## src/rtl/node_link_buffer.sv

```systemverilog
// Elastic link buffer. Words arriving on single-cycle CS strobes are queued
// in a small FIFO and replayed as single-cycle CS pulses separated by at
// least GAP idle cycles, so a slow downstream node is never overrun.
module node_link_buffer #(
    parameter int unsigned WIDTH = 32,
    parameter int unsigned DEPTH = 4,
    parameter int unsigned GAP   = 8
) (
    input  logic                     clk,
    input  logic                     resetN,
    input  logic [WIDTH-1:0]         shiftInData,
    input  logic                     shiftInCS,
    input  logic                     clearOverflow,
    output logic [WIDTH-1:0]         shiftOutData,
    output logic                     shiftOutCS,
    output logic [$clog2(DEPTH):0]   count,
    output logic                     full,
    output logic                     empty,
    output logic                     overflow
);

    localparam int unsigned AW = $clog2(DEPTH);
    localparam int unsigned CW = AW + 1;
    // Gap counter only ever holds GAP-1 .. 0.
    localparam int unsigned GW = (GAP > 1) ? $clog2(GAP) : 1;
    localparam logic [CW-1:0] FullCnt = CW'(DEPTH);

    typedef enum logic [1:0] {StIdle, StSend, StHold} state_e;

    state_e           state_q, state_d;
    logic [GW-1:0]    gap_q, gap_d;
    logic [AW-1:0]    rd_ptr_q, wr_ptr_q;
    logic [CW-1:0]    count_q, count_d;
    logic             cs_q, cs_d;
    logic [WIDTH-1:0] data_q, data_d;
    logic             ovf_q, ovf_d;
    logic [WIDTH-1:0] mem [DEPTH];

    logic issue, pop, push, drop;

    // Pop/push decisions: a pop frees a slot at the same edge, so a write to
    // a full FIFO is still accepted when it coincides with a pop.
    always_comb begin
        issue = 1'b0;
        unique case (state_q)
            StIdle:  issue = 1'b1;
            StSend:  issue = (GAP == 32'd0);
            StHold:  issue = (gap_q == '0);
            default: issue = 1'b0;
        endcase
        pop  = issue && (count_q != '0);
        push = shiftInCS && ((count_q != FullCnt) || pop);
        drop = shiftInCS && !push;
    end

    // Output FSM next state, gap counter, occupancy and overflow.
    always_comb begin
        state_d = state_q;
        gap_d   = gap_q;
        cs_d    = 1'b0;
        data_d  = data_q;
        if (pop) begin
            state_d = StSend;
            cs_d    = 1'b1;
            data_d  = mem[rd_ptr_q];
        end else begin
            unique case (state_q)
                StIdle: state_d = StIdle;
                StSend: begin
                    if (GAP > 32'd0) begin
                        state_d = StHold;
                        gap_d   = GW'(GAP - 32'd1);
                    end else begin
                        state_d = StIdle;
                    end
                end
                StHold: begin
                    if (gap_q == '0) state_d = StIdle;
                    else             gap_d   = gap_q - 1'b1;
                end
                default: state_d = StIdle;
            endcase
        end
        count_d = count_q + CW'(push) - CW'(pop);
        // Setting wins over clearing when both happen at one edge.
        ovf_d = drop ? 1'b1 : (clearOverflow ? 1'b0 : ovf_q);
    end

    // State registers with asynchronous reset.
    always_ff @(posedge clk or negedge resetN) begin
        if (!resetN) begin
            state_q  <= StIdle;
            gap_q    <= '0;
            rd_ptr_q <= '0;
            wr_ptr_q <= '0;
            count_q  <= '0;
            cs_q     <= 1'b0;
            data_q   <= '0;
            ovf_q    <= 1'b0;
        end else begin
            state_q  <= state_d;
            gap_q    <= gap_d;
            count_q  <= count_d;
            cs_q     <= cs_d;
            data_q   <= data_d;
            ovf_q    <= ovf_d;
            if (pop)  rd_ptr_q <= rd_ptr_q + 1'b1;
            if (push) wr_ptr_q <= wr_ptr_q + 1'b1;
        end
    end

    // FIFO storage; contents need no reset since pointers and count are reset.
    always_ff @(posedge clk) begin
        if (push) mem[wr_ptr_q] <= shiftInData;
    end

    assign shiftOutData = data_q;
    assign shiftOutCS   = cs_q;
    assign count        = count_q;
    assign full         = (count_q == FullCnt);
    assign empty        = (count_q == '0);
    assign overflow     = ovf_q;

endmodule

```

## config.mk

```make
export PLATFORM = sky130hd
export DESIGN_NAME = node_link_buffer
export DESIGN_NICKNAME = d
export VERILOG_FILES = /design/src/rtl/node_link_buffer.sv
export SDC_FILE = /design/constraint.sdc
export NUM_CORES = 1
export LEC_CHECK = 0
export CAP_MARGIN = 20
export CORE_ASPECT_RATIO = 0.6
export CORE_UTILIZATION = 50
export DETAILED_ROUTE_END_ITERATION = 8
export PLACE_DENSITY = 0.77
export SLEW_MARGIN = 20
export SYNTH_ARGS = -nofsm -noshare
export SYNTH_HDL_FRONTEND = slang
export SYNTH_SLANG_ARGS = --single-unit
```

## constraint.sdc

```tcl
create_clock -name clk -period 3.5 [get_ports clk]
set_input_delay 1.05 -clock clk [delete_from_list [all_inputs] [get_ports clk]]
set_output_delay 1.05 -clock clk [all_outputs]
set_load 0.05 [all_outputs]
```

==> impl_metrics.tcl, run 1 <==
set metrics [dict create \
    synthDominantCellAreaShare 0.568 \
    detail_route.wl_per_cell_microns 20.1 \
    finalCritPeriodShare 0.907 \
    grt_max_degree 36 \
    period_needed_ns 3.17 \
    place_ws_ns 0.428 \
    leakage_nw 3.04 \
    start_kind "flop" \
    most_frequent_cell_after_synthesis "sky130_fd_sc_hd__edfxtp_1" \
    detailed_place_hpwl_mm 7.27 \
    post_synth_num_cell_types 34 \
    ys.warnings.count 0 \
    antenna_violating_nets_post_route 0 \
    ys_seq_elements 174 \
    number_of_global_route_vias_before_repair 3277 \
    cts_max_path_buffers 2 \
    layout-drive-gt1-share 0.208 \
    std_cell_rows 32 \
    chipWidth_microns 152 \
    dominantRegCellSynth "sky130_fd_sc_hd__edfxtp_1" \
    clock_transition_at_the_register_clock_pins_on_the_worst_setup_and_hold_paths_after_cts_ns 0.06 \
    port-buffer-count 74 \
    total_track_usage 0.184 \
    setup_tns_ns 0 \
    cts_num_sinks 174 \
    syn2layout_area_growth_pct 22.6 \
    worstMarginPinSlew_ns 0.983 \
    fillerInstances 869 \
    postSynth.asyncResetShare 0.264 \
    synth_enable_flop_cells 128 \
    globalRoute.totalOverflow 0 \
    syn_inst 308 \
    worstSetupEndpointType "primary output" \
    tritoncts "built" \
    detail_route.iter0.violations 163 \
    failed_checks "design-rule violations" \
    layout_setup_ws_ns 0.327 \
    min_path_type "reg2reg" \
    grt_pass1_wl_mm 18.4 \
    final-instance-count-excl-fill 584 \
    h-tree-depth 4 \
    critical_path_class "reg2out" \
    unrepaired_setup_endpoints_after_global_routing "no" \
    initial_utilization 0.520 \
    crit_path_max_fanout 7 \
    cts_setup_buffers 0 \
    cts_root_buffer "sky130_fd_sc_hd__clkbuf_16" \
    total_die_area_sq_mm 0.0140 \
    hold_viol_final 0 \
    route.vias.total 3140 \
    die_h_microns 92.1 \
    synth_top_area_cell "sky130_fd_sc_hd__edfxtp_1" \
    synth_sequential_area_ratio 0.738 \
    cp.arrival_ns 2.12 \
    gpl.final_weighted_congestion 0.686 \
    synth.top_cells.by_count "128 x sky130_fd_sc_hd__edfxtp_1, 46 x sky130_fd_sc_hd__dfrtp_1, 28 x sky130_fd_sc_hd__mux2_2" \
    p_int_mw 5.29 \
    worst_slew_slack_as_a_fraction_of_its_limit 0.345 \
    finalNetCount 448 \
    cts_hold_buffers 0 \
    irDropWorstVdd_uv 546 \
    synth.area.top_cells "sky130_fd_sc_hd__edfxtp_1 57%, sky130_fd_sc_hd__dfrtp_1 17%, sky130_fd_sc_hd__mux4_1 10%" \
    grt_antenna_before_repair 0 \
    viasPerCell 5.38 \
    mappedNetlistNets 356 \
    synth_area_sq_mm 0.00677 \
    clock_latency_ns 0.42 \
    achievable_clock_frequency_mhz 315 \
    skew_ns 0.0128 \
    cts_resized 0 \
    crit_required_ns 2.45 \
    core-area_sq_mm 0.0130 \
    total_clock_buffers_created_by_cts 17 \
    totalWireLength_mm 11.7 \
    timing_max_transition_violations_final 0 \
    outcome "complete, but fails checks" \
    synthesis.area_per_instance_sq_um 22.0 \
    place.detailed.instances 551 \
    combinationalPowerShare 0.366 \
    pwr-share-clk 0.233 \
    fraction_of_power_spent_switching_nets 0.343 \
    p_switching_mw 2.77 \
    power.sequential.fraction 0.401 \
    post-route-drc-count 12 \
    power.density_cell_area_mw_per_mm2 970 \
    drt_pass1_iterations 6 \
    maxCapViolations 0 \
    finalSetupViolCount 0 \
    ioPinCount 75 \
]
[final cells by class]
| type | count | area [sq um] | share of cell area |
|---|---|---|---|
| Antenna cell | 1 | 2.50 | 0.000302 |
| Clock inverter | 11 | 139 | 0.0167 |
| Timing Repair Buffer | 84 | 811 | 0.0977 |
| Multi-Input combinational cell | 111 | 1640 | 0.198 |
| Inverter | 12 | 45.0 | 0.00543 |
| Clock buffer | 21 | 450 | 0.0543 |
| Tap cell | 170 | 213 | 0.0256 |
| Sequential cell | 174 | 5000 | 0.602 |
[routing by layer]
metal | vias up | GRT usage | routed length [microns]
met3 | 5 | 0.0577 | 661
met5 | - | 0 | 0
met2 | 97 | 0.276 | 5370
li1 | 1437 | - | -
met4 | 0 | 0.0510 | 43
met1 | 1601 | 0.262 | 5640
[worst max-delay path, stage by stage (launching register included)]
cell and delay [ns]:
sky130_fd_sc_hd__dfrtp_1 0.47, sky130_fd_sc_hd__nor3_4 0.37, sky130_fd_sc_hd__clkdlybuf4s50_1 0.87
[state kept, by name, summed over array words and instances (netlist names)]
name	cells
gap_q	3
shiftOutData	32
count	3
overflow	1
mem	128
wr_ptr_q	2
rd_ptr_q	2
shiftOutCS	1
state_q	2
[per-stage QoR]
step                total power [mW]  utilization  area [sq um]  hold slack [ns]
floorplan                       5.34            -          6770            0.478
global placement                6.15        0.592          7710            0.490
detailed placement              6.24        0.592          7710            0.497
CTS                             8.13        0.638          8300            0.512
global route                    8.41        0.638          8300            0.522
finish                          8.05        0.638          8300            0.503
[kinds of logic (layout without fill, tap and decap cells)]
kind of cell             after synthesis  count (layout)  share of synthesized area
other                                  0               1                          0
AO/OA/AOI/OAI                         13              13                     0.0150
buffers and inverters                 23             128                     0.0205
XOR/XNOR                               5               5                    0.00647
AND/OR/NAND/NOR                       15              15                     0.0163
adder cells (fa/ha/maj)               12              12                     0.0233
multiplexers                          66              66                      0.181
flip-flops                           174             174                      0.738
[path summary, 6_finish.rpt]
| path | start | to | slack, ns | depth (start not counted) |
|---|---|---|---|---|
| worst max register to register | gap_q[1] | count[2] | 0.88 | 11 |
| min in group asynchronous | resetN | shiftOutData[0] | 0.67 | 1 |
| worst min-delay path | shiftOutData[17] | shiftOutData[17] | 0.50 | 1 |
| worst min register to register | shiftOutData[17] | shiftOutData[17] | 0.50 | 1 |
| worst max-delay path | count[1] | empty | 0.33 | 2 |
| max in group asynchronous | resetN | shiftOutData[28] | 2.07 | 2 |
[cell usage in the layout, fill, tap and decap left out, types with 3 or more instances in the layout]
master                              n
sky130_fd_sc_hd__bufinv_16          3
sky130_fd_sc_hd__clkdlybuf4s50_1   73
sky130_fd_sc_hd__mux4_1            27
sky130_fd_sc_hd__xor2_1             3
sky130_fd_sc_hd__ha_1              11
sky130_fd_sc_hd__buf_4             10
sky130_fd_sc_hd__clkbuf_1           3
sky130_fd_sc_hd__clkinv_1           3
sky130_fd_sc_hd__inv_1             12
sky130_fd_sc_hd__mux2_2            28
sky130_fd_sc_hd__and2_2             4
sky130_fd_sc_hd__edfxtp_1         128
sky130_fd_sc_hd__mux2_4             5
sky130_fd_sc_hd__mux4_2             5
sky130_fd_sc_hd__dfrtp_1           44
sky130_fd_sc_hd__clkbuf_16         17
[power by group through the flow]
stage | Sequential [mW] | Clock, mW | Combinational [mW]
after floorplan | 3.83 | 0 | 1.52
after global placement | 3.24 | 0 | 2.91
final | 3.23 | 1.88 | 2.95
after global routing | 3.31 | 1.99 | 3.11
after CTS | 3.24 | 1.91 | 2.98
after detailed placement | 3.28 | 0 | 2.96
No activity file was read; power rests on OpenSTA's default activity.
==> run 2: changes to the inputs <==
--- a/config.mk
+++ b/config.mk
@@ -9,7 +9,7 @@
 export CORE_ASPECT_RATIO = 0.6
 export CORE_UTILIZATION = 50
 export DETAILED_ROUTE_END_ITERATION = 8
-export PLACE_DENSITY = 0.77
+export PLACE_DENSITY = 0.8
 export SLEW_MARGIN = 20
 export SYNTH_ARGS = -nofsm -noshare
 export SYNTH_HDL_FRONTEND = slang
==> constraint.sdc (replaced) <==
create_clock -name clk -period 2.8 [get_ports clk]
set_input_delay 0.84 -clock clk [delete_from_list [all_inputs] [get_ports clk]]
set_output_delay 0.84 -clock clk [all_outputs]
set_load 0.05 [all_outputs]
==> run 2 against run 1 <==
  * Die area stayed put
  * The flow still finishes with violations (design-rule violations)
  * Highest routed layer unchanged
  * Wire length is 4.6% higher
  * Design area is 1.1% higher
==> impl_metrics.tcl, run 2 (synthesis gave the netlist of run 1 again) <==
set metrics [dict create \
    failed_checks "design-rule violations" \
    crit_path_cell_trace "clkdlybuf4s50_1" \
    setup_tns_ns 0 \
    grt_antenna_before_repair 1 \
    pwr-share-clk 0.221 \
    antenna_violating_nets_post_route 0 \
    worst_r2r_path_depth 10 \
    register_ranked_first_by_flip_flop_count "mem" \
    leakage_nw 3.10 \
    irDropWorstVdd_uv 641 \
    power_mw 10.1 \
    period_needed_ns 2.60 \
    cts_setup_buffers 0 \
    detail_route.wl_per_cell_microns 20.8 \
    finalCritPeriodShare 0.929 \
    total_clock_buffers_created_by_cts 17 \
    worstSetupEndpointType "primary output" \
    total_track_usage 0.193 \
    grt_pass1_wl_mm 19.2 \
    crit_required_ns 1.96 \
    chipWidth_microns 152 \
    hold_viol_final 0 \
    clock_latency_ns 0.42 \
    cp.arrival_ns 1.76 \
    timing_max_transition_violations_final 0 \
    maxCapViolations 0 \
    worstMarginPinSlew_ns 0.801 \
    die_h_microns 92.1 \
    ioPinCount 75 \
    finalSetupViolCount 0 \
    core-area_sq_mm 0.0130 \
    r2r-end "count[2]" \
    logic_depth_of_the_worst_setup_path_including_buffers 1 \
    viasPerCell 5.59 \
    post-route-drc-count 8 \
    drt_pass1_iterations 8 \
    cpLargestDelayFamily "buffers and inverters" \
    r2r-start "gap_q[1]" \
    grt_max_degree 36 \
    endpoint "count[1]" \
    min_path_type "in2async" \
    achievable_clock_frequency_mhz 384 \
    route.vias.total 3286 \
    std_cell_rows 32 \
    finalNetCount 452 \
    power.sequential.fraction 0.392 \
    tritoncts "built" \
    total_die_area_sq_mm 0.0140 \
    p_int_mw 6.56 \
    crit_path_max_fanout 6 \
    start_kind "flop" \
    worst_slew_slack_as_a_fraction_of_its_limit 0.466 \
    totalWireLength_mm 12.3 \
    clock_transition_at_the_register_clock_pins_on_the_worst_setup_and_hold_paths_after_cts_ns 0.06 \
    most-common-layout-cells "128 x sky130_fd_sc_hd__edfxtp_1, 71 x sky130_fd_sc_hd__clkdlybuf4s50_1, 45 x sky130_fd_sc_hd__dfrtp_1, 28 x sky130_fd_sc_hd__mux2_2, 27 x sky130_fd_sc_hd__mux4_1" \
    critical_path_class "reg2out" \
    fraction_of_power_spent_switching_nets 0.350 \
    timing.critical_path.slowest_stage_cell "sky130_fd_sc_hd__clkdlybuf4s50_1" \
    initial_utilization 0.520 \
    p_switching_mw 3.54 \
    worstPathBufferInverterCount 1 \
    cts_hold_buffers 0 \
    cts_max_path_buffers 2 \
    largest_register_ff_count 128 \
    cts_num_sinks 174 \
    skew_ns 0.0131 \
    worst_setup_path_startpoint "count[1]" \
    detail_route.iter0.violations 192 \
    combinationalPowerShare 0.387 \
    gpl.final_weighted_congestion 0.708 \
    layout.cells.most_common "sky130_fd_sc_hd__edfxtp_1" \
    cp_slowest_stage_delay_ns 0.87 \
    syn2layout_area_growth_pct 23.9 \
    port-buffer-count 74 \
    outcome "complete, but fails checks" \
    detailed_place_hpwl_mm 7.67 \
    layout-drive-gt1-share 0.228 \
    globalRoute.totalOverflow 0 \
    power.density_cell_area_mw_per_mm2 1200 \
    number_of_global_route_vias_before_repair 3443 \
    unrepaired_setup_endpoints_after_global_routing "no" \
    cts_root_buffer "sky130_fd_sc_hd__clkbuf_16" \
    worst-r2r-setup-slack_ns 0.43 \
    h-tree-depth 4 \
]
-- run 2: cell types whose count changed in the layout (fill, tap and decap cells not counted), moves of 2 or more --
cell	delta
sky130_fd_sc_hd__clkbuf_1	-2
sky130_fd_sc_hd__clkinv_4	+4
sky130_fd_sc_hd__clkdlybuf4s50_1	-2
sky130_fd_sc_hd__buf_12	+7
sky130_fd_sc_hd__bufinv_16	-2
sky130_fd_sc_hd__clkinv_1	-3
sky130_fd_sc_hd__clkinv_2	+2
sky130_fd_sc_hd__buf_4	-2
-- run 2: worst min path at each step --
stage	start	endpoint	cells past startpoint
5_1_grt	resetN	shiftOutData[19]	1
3_5_place_dp	shiftOutData[5]	shiftOutData[5]	1
6_report	resetN	shiftOutData[19]	1
2_1_floorplan	state_q[0]	state_q[0]	1
3_3_place_gp	shiftOutData[17]	shiftOutData[17]	1
4_1_cts	resetN	shiftOutData[19]	1
-- run 2: per-layer routing --
metal  part of all wire  track usage  wire (microns)
met1               0.46        0.266            5640
met2               0.47        0.298            5740
met3              0.061       0.0534             748
met4              0.011       0.0714             130
met5                  0            0               0
-- run 2: metrics by stage --
| step | hold slack (ns) | area, sq um | utilization | instances | setup WS (ns) |
|---|---|---|---|---|---|
| 3_3_place_gp | 0.490 | 7820 | 0.601 | 555 | 0.163 |
| 3_5_place_dp | 0.495 | 7820 | 0.601 | 555 | 0.110 |
| 5_1_grt | 0.410 | 8390 | 0.645 | 587 | 0.133 |
| 2_1_floorplan | 0.478 | 6770 | - | 308 | 0.0108 |
| 4_1_cts | 0.396 | 8390 | 0.645 | 587 | 0.169 |
| 6_report | 0.402 | 8390 | 0.645 | 588 | 0.198 |
-- run 2: cell type report --
| cell class | instances | area, sq um |
|---|---|---|
| fillers | 864 | 4620 |
| clock buffers | 20 | 457 |
| diodes | 1 | 2.50 |
| flip-flops and latches | 174 | 5000 |
| clock inverters | 12 | 111 |
| multi-input cells | 111 | 1640 |
| well taps | 170 | 213 |
| inverters | 12 | 45.0 |
| repair buffers | 88 | 925 |
-- run 2: power by group through the flow --
stage | clock network (mW) | logic, mW | registers [mW]
after floorplan | 0 | 1.89 | 4.78
after global placement | 0 | 3.85 | 3.96
after detailed placement | 0 | 3.94 | 4.02
after CTS | 2.28 | 3.95 | 3.98
after global routing | 2.37 | 4.13 | 4.05
final | 2.23 | 3.91 | 3.96
-- run 2: worst register-to-register path, delay by kind of cell (launching register included) --
family / cells / cell delay (ns)
AND/OR/NAND/NOR: 1 / 0.05
AO/OA/AOI/OAI: 1 / 0.32
XOR/XNOR: 1 / 0.14
buffers and inverters: 2 / 0.10
adder cells (fa/ha/maj): 5 / 1.25
flip-flops: 1 / 0.38
-- run 2: timing repair --
item / in CTS / in global routing
endpoints found under the setup margin: 1 / 0
endpoints found under the hold margin: 0 / 0
resized for setup: 1 / 0
